<file path="src/rtl/rf_read_sequencer_pkg.sv">
// Shared definitions for the register-file read sequencer.
// Holds the sequencer FSM state encoding and the hard-wired zero register index.
package rf_read_sequencer_pkg;

    typedef enum logic [2:0] {
        IDLE  = 3'd0,
        RD_A  = 3'd1,
        RD_B  = 3'd2,
        CAP_B = 3'd3,
        HOLD  = 3'd4
    } seq_state_e;

    localparam int unsigned ZERO_REG = 0;

endpackage

</file>
<file path="src/rtl/rf_read_sequencer_if.sv">
// Bus bundle between the read sequencer and its environment.
//   request side : req_valid/req_ready handshake with req_rs1/req_rs2
//   register file: rf_rdaddress out, rf_q back one cycle later
//   write snoop  : wr_en/wr_addr/wr_data copy of the register-file write port
//   operand side : op_valid/op_ready handshake with op_a/op_b, plus busy
// master = environment (requester, register file, consumer); slave = sequencer.
interface rf_read_sequencer_if #(
    parameter int ADDR_WIDTH = 3,
    parameter int DATA_WIDTH = 16
);
    logic                  req_valid;
    logic                  req_ready;
    logic [ADDR_WIDTH-1:0] req_rs1;
    logic [ADDR_WIDTH-1:0] req_rs2;
    logic [ADDR_WIDTH-1:0] rf_rdaddress;
    logic [DATA_WIDTH-1:0] rf_q;
    logic                  wr_en;
    logic [ADDR_WIDTH-1:0] wr_addr;
    logic [DATA_WIDTH-1:0] wr_data;
    logic                  op_valid;
    logic                  op_ready;
    logic [DATA_WIDTH-1:0] op_a;
    logic [DATA_WIDTH-1:0] op_b;
    logic                  busy;

    modport master (
        output req_valid, req_rs1, req_rs2, rf_q, wr_en, wr_addr, wr_data, op_ready,
        input  req_ready, rf_rdaddress, op_valid, op_a, op_b, busy
    );

    modport slave (
        input  req_valid, req_rs1, req_rs2, rf_q, wr_en, wr_addr, wr_data, op_ready,
        output req_ready, rf_rdaddress, op_valid, op_a, op_b, busy
    );
endinterface

</file>
<file path="src/rtl/rf_operand_fwd.sv">
// Per-operand forwarding select.
//   addr      : latched register index of this operand
//   base      : value used when nothing newer is known (rf_q or the held operand)
//   wr_*      : snooped register-file write this cycle
//   fwd_valid/fwd_data : newest write seen earlier in the fetch window
//   hit       : this cycle's write targets this operand
//   value     : operand value to capture; register 0 always reads as zero
module rf_operand_fwd
    import rf_read_sequencer_pkg::*;
#(
    parameter int ADDR_WIDTH = 3,
    parameter int DATA_WIDTH = 16
) (
    input  logic [ADDR_WIDTH-1:0] addr,
    input  logic [DATA_WIDTH-1:0] base,
    input  logic                  wr_en,
    input  logic [ADDR_WIDTH-1:0] wr_addr,
    input  logic [DATA_WIDTH-1:0] wr_data,
    input  logic                  fwd_valid,
    input  logic [DATA_WIDTH-1:0] fwd_data,
    output logic                  hit,
    output logic [DATA_WIDTH-1:0] value
);

    localparam logic [ADDR_WIDTH-1:0] ZERO_ADDR = ADDR_WIDTH'(ZERO_REG);

    // Priority: zero register, then this cycle's write, then an earlier write, then base.
    always_comb begin
        hit   = 1'b0;
        value = base;
        if (addr == ZERO_ADDR) begin
            value = {DATA_WIDTH{1'b0}};
        end else if (wr_en && (wr_addr != ZERO_ADDR) && (wr_addr == addr)) begin
            hit   = 1'b1;
            value = wr_data;
        end else if (fwd_valid) begin
            value = fwd_data;
        end else begin
            value = base;
        end
    end

endmodule

</file>
<file path="src/rtl/rf_read_sequencer.sv">
// Operand-fetch sequencer: accepts (rs1, rs2), reads both through a single
// synchronous register-file read port, forwards writes that race the reads,
// and presents op_a/op_b until the consumer takes them.
//   clock, reset : rising-edge clock, synchronous active-high reset
//   bus          : rf_read_sequencer_if slave (request, RF read, write snoop, operands)
module rf_read_sequencer
    import rf_read_sequencer_pkg::*;
#(
    parameter int ADDR_WIDTH = 3,
    parameter int DATA_WIDTH = 16
) (
    input  logic               clock,
    input  logic               reset,
    rf_read_sequencer_if.slave bus
);

    seq_state_e            state_r;
    seq_state_e            state_next_s;
    logic                  accept_s;
    logic                  window_s;
    logic [ADDR_WIDTH-1:0] rs1_r;
    logic [ADDR_WIDTH-1:0] rs2_r;
    logic [ADDR_WIDTH-1:0] rdaddress_s;
    logic [DATA_WIDTH-1:0] op_a_r;
    logic [DATA_WIDTH-1:0] op_b_r;
    logic [DATA_WIDTH-1:0] a_base_s;
    logic                  fwd_a_valid_r;
    logic                  fwd_b_valid_r;
    logic [DATA_WIDTH-1:0] fwd_a_data_r;
    logic [DATA_WIDTH-1:0] fwd_b_data_r;
    logic                  a_hit_s;
    logic                  b_hit_s;
    logic [DATA_WIDTH-1:0] a_value_s;
    logic [DATA_WIDTH-1:0] b_value_s;

    // Next-state logic; the write-snoop window covers the RD_A, RD_B and CAP_B edges.
    always_comb begin
        state_next_s = state_r;
        accept_s     = 1'b0;
        window_s     = 1'b0;
        case (state_r)
            IDLE: begin
                if (bus.req_valid) begin
                    accept_s     = 1'b1;
                    state_next_s = RD_A;
                end else begin
                    state_next_s = IDLE;
                end
            end
            RD_A: begin
                window_s     = 1'b1;
                state_next_s = RD_B;
            end
            RD_B: begin
                window_s     = 1'b1;
                state_next_s = CAP_B;
            end
            CAP_B: begin
                window_s     = 1'b1;
                state_next_s = HOLD;
            end
            HOLD: begin
                if (bus.op_ready) begin
                    state_next_s = IDLE;
                end else begin
                    state_next_s = HOLD;
                end
            end
            default: state_next_s = IDLE;
        endcase
    end

    // State register.
    always_ff @(posedge clock) begin
        if (reset) begin
            state_r <= IDLE;
        end else begin
            state_r <= state_next_s;
        end
    end

    // Read address and operand-A base: A is taken from rf_q on the RD_B edge,
    // then only patched by forwarding on the CAP_B edge.
    always_comb begin
        rdaddress_s = {ADDR_WIDTH{1'b0}};
        a_base_s    = op_a_r;
        case (state_r)
            RD_A:    rdaddress_s = rs1_r;
            RD_B: begin
                rdaddress_s = rs2_r;
                a_base_s    = bus.rf_q;
            end
            default: rdaddress_s = {ADDR_WIDTH{1'b0}};
        endcase
    end

    rf_operand_fwd #(.ADDR_WIDTH(ADDR_WIDTH), .DATA_WIDTH(DATA_WIDTH)) u_fwd_a (
        .addr      (rs1_r),
        .base      (a_base_s),
        .wr_en     (bus.wr_en),
        .wr_addr   (bus.wr_addr),
        .wr_data   (bus.wr_data),
        .fwd_valid (fwd_a_valid_r),
        .fwd_data  (fwd_a_data_r),
        .hit       (a_hit_s),
        .value     (a_value_s)
    );

    rf_operand_fwd #(.ADDR_WIDTH(ADDR_WIDTH), .DATA_WIDTH(DATA_WIDTH)) u_fwd_b (
        .addr      (rs2_r),
        .base      (bus.rf_q),
        .wr_en     (bus.wr_en),
        .wr_addr   (bus.wr_addr),
        .wr_data   (bus.wr_data),
        .fwd_valid (fwd_b_valid_r),
        .fwd_data  (fwd_b_data_r),
        .hit       (b_hit_s),
        .value     (b_value_s)
    );

    // Request latch, forwarding flags and operand capture; nothing moves in HOLD.
    always_ff @(posedge clock) begin
        if (reset) begin
            rs1_r         <= {ADDR_WIDTH{1'b0}};
            rs2_r         <= {ADDR_WIDTH{1'b0}};
            fwd_a_valid_r <= 1'b0;
            fwd_b_valid_r <= 1'b0;
            fwd_a_data_r  <= {DATA_WIDTH{1'b0}};
            fwd_b_data_r  <= {DATA_WIDTH{1'b0}};
            op_a_r        <= {DATA_WIDTH{1'b0}};
            op_b_r        <= {DATA_WIDTH{1'b0}};
        end else begin
            if (accept_s) begin
                rs1_r         <= bus.req_rs1;
                rs2_r         <= bus.req_rs2;
                fwd_a_valid_r <= 1'b0;
                fwd_b_valid_r <= 1'b0;
                fwd_a_data_r  <= {DATA_WIDTH{1'b0}};
                fwd_b_data_r  <= {DATA_WIDTH{1'b0}};
            end else if (window_s) begin
                if (a_hit_s) begin
                    fwd_a_valid_r <= 1'b1;
                    fwd_a_data_r  <= bus.wr_data;
                end
                if (b_hit_s) begin
                    fwd_b_valid_r <= 1'b1;
                    fwd_b_data_r  <= bus.wr_data;
                end
            end
            if ((state_r == RD_B) || (state_r == CAP_B)) begin
                op_a_r <= a_value_s;
            end
            if (state_r == CAP_B) begin
                op_b_r <= b_value_s;
            end
        end
    end

    assign bus.req_ready    = (state_r == IDLE);
    assign bus.busy         = (state_r != IDLE);
    assign bus.op_valid     = (state_r == HOLD);
    assign bus.rf_rdaddress = rdaddress_s;
    assign bus.op_a         = op_a_r;
    assign bus.op_b         = op_b_r;

endmodule

</file>
<file path="src/flat_wrapper.sv">
// flat-port wrapper written by rule: the top's interface ports become plain ports
module rf_read_sequencer_flat import rf_read_sequencer_pkg::*;
#(
    parameter int ADDR_WIDTH = 3,
    parameter int DATA_WIDTH = 16
)
  (clock, reset, bus_req_valid, bus_req_rs1, bus_req_rs2, bus_rf_q, bus_wr_en, bus_wr_addr, bus_wr_data, bus_op_ready, bus_req_ready, bus_rf_rdaddress, bus_op_valid, bus_op_a, bus_op_b, bus_busy);
  rf_read_sequencer_if #(.ADDR_WIDTH(ADDR_WIDTH), .DATA_WIDTH(DATA_WIDTH)) bus_i ();
  input  logic clock;
  input  logic reset;
  input wire logic [$bits(bus_i.req_valid)-1:0] bus_req_valid;
  input wire logic [$bits(bus_i.req_rs1)-1:0] bus_req_rs1;
  input wire logic [$bits(bus_i.req_rs2)-1:0] bus_req_rs2;
  input wire logic [$bits(bus_i.rf_q)-1:0] bus_rf_q;
  input wire logic [$bits(bus_i.wr_en)-1:0] bus_wr_en;
  input wire logic [$bits(bus_i.wr_addr)-1:0] bus_wr_addr;
  input wire logic [$bits(bus_i.wr_data)-1:0] bus_wr_data;
  input wire logic [$bits(bus_i.op_ready)-1:0] bus_op_ready;
  output wire logic [$bits(bus_i.req_ready)-1:0] bus_req_ready;
  output wire logic [$bits(bus_i.rf_rdaddress)-1:0] bus_rf_rdaddress;
  output wire logic [$bits(bus_i.op_valid)-1:0] bus_op_valid;
  output wire logic [$bits(bus_i.op_a)-1:0] bus_op_a;
  output wire logic [$bits(bus_i.op_b)-1:0] bus_op_b;
  output wire logic [$bits(bus_i.busy)-1:0] bus_busy;
  assign bus_i.req_valid = bus_req_valid;
  assign bus_i.req_rs1 = bus_req_rs1;
  assign bus_i.req_rs2 = bus_req_rs2;
  assign bus_i.rf_q = bus_rf_q;
  assign bus_i.wr_en = bus_wr_en;
  assign bus_i.wr_addr = bus_wr_addr;
  assign bus_i.wr_data = bus_wr_data;
  assign bus_i.op_ready = bus_op_ready;
  assign bus_req_ready = bus_i.req_ready;
  assign bus_rf_rdaddress = bus_i.rf_rdaddress;
  assign bus_op_valid = bus_i.op_valid;
  assign bus_op_a = bus_i.op_a;
  assign bus_op_b = bus_i.op_b;
  assign bus_busy = bus_i.busy;
  rf_read_sequencer #(.ADDR_WIDTH(ADDR_WIDTH), .DATA_WIDTH(DATA_WIDTH)) u_core (.clock(clock), .reset(reset), .bus(bus_i));
endmodule
</file>
<file path="config.mk">
export PLATFORM = sky130hd
export DESIGN_NAME = rf_read_sequencer_flat
export DESIGN_NICKNAME = d
export VERILOG_FILES = /design/src/rtl/rf_read_sequencer_pkg.sv /design/src/rtl/rf_read_sequencer_if.sv /design/src/rtl/rf_operand_fwd.sv /design/src/rtl/rf_read_sequencer.sv /design/src/flat_wrapper.sv
export SDC_FILE = /design/constraint.sdc
export NUM_CORES = 1
export LEC_CHECK = 0
export CORE_MARGIN = 4
export CORE_UTILIZATION = 40
export DETAILED_ROUTE_END_ITERATION = 6
export GPL_ROUTABILITY_DRIVEN = 1
export PLACE_DENSITY = 0.67
export REMOVE_ABC_BUFFERS = 1
export SLEW_MARGIN = 20
export SYNTH_ARGS = -nofsm -noshare
export SYNTH_HDL_FRONTEND = slang
export SYNTH_SLANG_ARGS = --single-unit
</file>
<file path="constraint.sdc">
create_clock -name clock -period 2.5 [get_ports clock]
set_input_delay 0.375 -clock clock [delete_from_list [all_inputs] [get_ports clock]]
set_output_delay 0.375 -clock clock [all_outputs]
set_load 0.01 [all_outputs]
</file>
==> impl_metrics.yaml <==
run_status:
  status: "complete, no violations"
grt:
  gr-total-overflow: 0
  grt_start_max_net_pins: 35
  antenna_found_initial: 0
  grt_pass1_vias: 3303
  grt_first_pass_wirelength_mm: 16.9
  grt_use_total_pct: 21.0
floorplan:
  fp.dieW_um: 102
  start_util_pct: 41.8
  fp.dieArea_um2: 10300
  io-pin-count: 84
  core.rowCount: 33
  coreArea_um2: 8380
  die_y_um: 102
worst_setup_path:
  r2r_cells: 6
  end_kind: "primary output"
  cp_data_required_time_ps: 2120
  critical_path_class: "flop to primary output"
  path_delay_family: "buffers and inverters"
  max_stage_delay_ps: 540
  start_kind: "flop"
  r2r_slack_ps: 620
  crit_arrival_ps: 1910
  cpMaxStageDelayCell: "clkdlybuf4s50_1"
  path_buf_inv: 1
  worst-path-stages: 4
  crit_path_cell_trace: "nor2b_1 -> a22oi_1 -> nor2_1 -> clkdlybuf4s50_1"
  path_max_fanout: 9
yosys:
  yosysSeqAreaShare_pct: 42.8
  yosysWarnings: 0
  synthFlopType: "dfxtp_1"
  synth_area_leaders: "dfxtp_1 43%, mux2i_1 6.3%, o21ai_0 5.4%, a21oi_1 5.1%, mux2_2 5.1%"
  synth-edff-count: 0
  synth.cell_area_um2: 3510
  synth_cell_types: 32
  synth_area_per_cell_um2: 8.81
  ys_async_sr_fraction_pct: 0
  synth_cells: 398
  synth_top_cell_area_share_pct: 42.8
  yosysTopAreaCell: "dfxtp_1"
  synth_seq_cells: 75
finish:
  stdcell_area_um2: 4680
  final_layout_size_suffix_gt1_share_pct: 15.3
  diodes: 0
  area_growth_pct: 33.6
  nets: 519
  finalNonFillerCells: 583
  final_core_util_pct: 55.9
timing:
  fin_tns_setup_ps: 0
  fmax_ghz: 0.437
  worst_pin_slew_ps: 775
  finClkSkew_ps: 5.76
  holdWs_ps: 451
  min_period_ps: 2290
  slew_violations: 0
  relSlewSlack_pct: 48.3
  hold_viol: 0
  fin_ws_ps: 211
  finalSetupViolCount: 0
  rsz0062_at_grt: "no"
  post-route-period-util_pct: 91.6
place:
  finalWeightedCongestion: 0.834
  place_ws_ps: -34.4
  placed_cells: 567
  portBuffers: 83
  dpl.hpwl_mm: 6.73
  place_area_um2: 4470
clock_tree:
  clk_path_buf_depth: 2
  cts_hold_buf: 0
  cts.sinks: 75
  postCtsSetupRepairBufs: 0
  cts_made_buffers: 9
  ctsHtreeMaxLevel: 3
  clk_pin_slew_ps: 80
  cts_resized: 0
  clock_latency_ps: 360
  cts_tree: "built"
  cts_root_buf: "clkbuf_8"
power:
  p_total_mw: 2.86
  pwr-share-clk_pct: 35.2
  seq_power_share_pct: 44.9
  cellLeakagePower_nw: 1.58
  p_switching_mw: 0.837
  p_comb_share_pct: 19.9
  powerDensity_nw_per_um2: 610
  switching_share_pct: 29.3
  peakVddDrop_mv: 0.364
  p_int_mw: 2.02
route:
  drc: 0
  routedWlPerCell_um: 17.9
  dr.first_iter.drc_count: 218
  postRouteAntennaNets: 0
  dr.pass1.iters: 4
  vias: 3332
  viasPerCell: 5.72
  wl_mm: 10.5
worst_hold_path:
  hold_class: "flop to flop"
  hold_depth: 2
flow_run:
  drv_cap: 0
-- cell families (layout without fill, tap and decap cells) --
logic type / Yosys count / count (layout) / synth area share, %
flip-flops: 75 / 75 / 42.8
AND/OR/NAND/NOR: 120 / 120 / 17.2
AO/OA/AOI/OAI: 122 / 122 / 21.9
XOR/XNOR: 6 / 6 / 1.50
buffers and inverters: 37 / 117 / 5.14
multiplexers: 38 / 38 / 11.4
-- power groups by stage --
stage | Combinational (mW) | Clock [mW] | Sequential [mW]
2_1_floorplan | 0.245 | 0 | 1.32
3_3_place_gp | 0.558 | 0 | 1.31
3_5_place_dp | 0.566 | 0 | 1.31
4_1_cts | 0.567 | 1.01 | 1.28
5_1_grt | 0.614 | 1.07 | 1.29
6_report | 0.569 | 1.00 | 1.28
-- cells in the mapped netlist, types with 2 or more instances --
cell	number
o21ai_1	10
a22oi_1	3
mux2_2	16
inv_1	2
a21oi_4	2
o221a_2	16
or2_2	2
o22ai_1	16
mux2i_1	22
buf_1	2
and2_1	2
nor2b_1	3
nand2_1	17
nor2_1	30
xor2_1	6
nand3_1	32
o21ai_0	38
dfxtp_1	75
buf_6	4
buf_2	6
nor3_1	6
or3_1	21
nand2b_1	2
a21oi_1	36
clkbuf_1	22
-- path summary, 6_finish.rpt --
| check | startpoint | endpoint |
|---|---|---|
| worst max-delay path | u_core.state_r[0] | bus_rf_rdaddress[1] |
| worst min-delay path | u_core.bus.op_b[8] | u_core.bus.op_b[8] |
| worst max register to register | u_core.rs1_r[1] | u_core.bus.op_a[14] |
| worst min register to register | u_core.bus.op_b[8] | u_core.bus.op_b[8] |
-- routing by layer --
metal  GRT usage [%]  vias to the layer above  part of all wire (%)
li1                -                     1605                     -
met1            27.0                     1598                    43
met2            34.8                      122                    49
met3            4.41                        7                   6.7
met4            7.46                        0                   1.3
met5               0                        -                     0
-- state kept, by name, summed over array words and instances (netlist names) --
| register | cells |
|---|---|
| u_core.fwd_b_valid_r | 1 |
| u_core.state_r | 3 |
| u_core.rs2_r | 3 |
| u_core.rs1_r | 3 |
| u_core.bus.op_b | 16 |
| u_core.fwd_b_data_r | 16 |
| u_core.bus.op_a | 16 |
| u_core.fwd_a_valid_r | 1 |
| u_core.fwd_a_data_r | 16 |
-- worst min-delay path, cell delays in order, from the launching register on --
cell and delay, ps:
dfxtp_1 310, nand2_1 50, o21ai_1 50
-- area by class of cell --
| type | count | area [µm²] |
|---|---|---|
| tap | 105 | 131 |
| multi-input combinational | 286 | 1850 |
| inverter | 2 | 7.51 |
| sequential | 75 | 1500 |
| clock inverter | 6 | 71.3 |
| clock buffer | 10 | 138 |
| fill | 781 | 3700 |
| timing repair buffer | 99 | 988 |
-- layout by cell type, fill, tap and decap left out, drive strengths merged, types with 3 or more instances in the layout --
cell	netlist	routed
mux2	16	16
o22ai	16	16
nor2	30	30
nand2	17	17
dfxtp	75	75
or2	3	3
inv	2	5
nor3	6	6
o221a	16	16
nor2b	3	3
a22oi	3	3
buf	13	16
or3	21	21
xor2	6	6
o21ai	48	48
nand3	32	32
clkbuf	22	10
clkdlybuf4s50	0	83
a21oi	38	38
mux2i	22	22
Power figures use the tool's default switching activity.
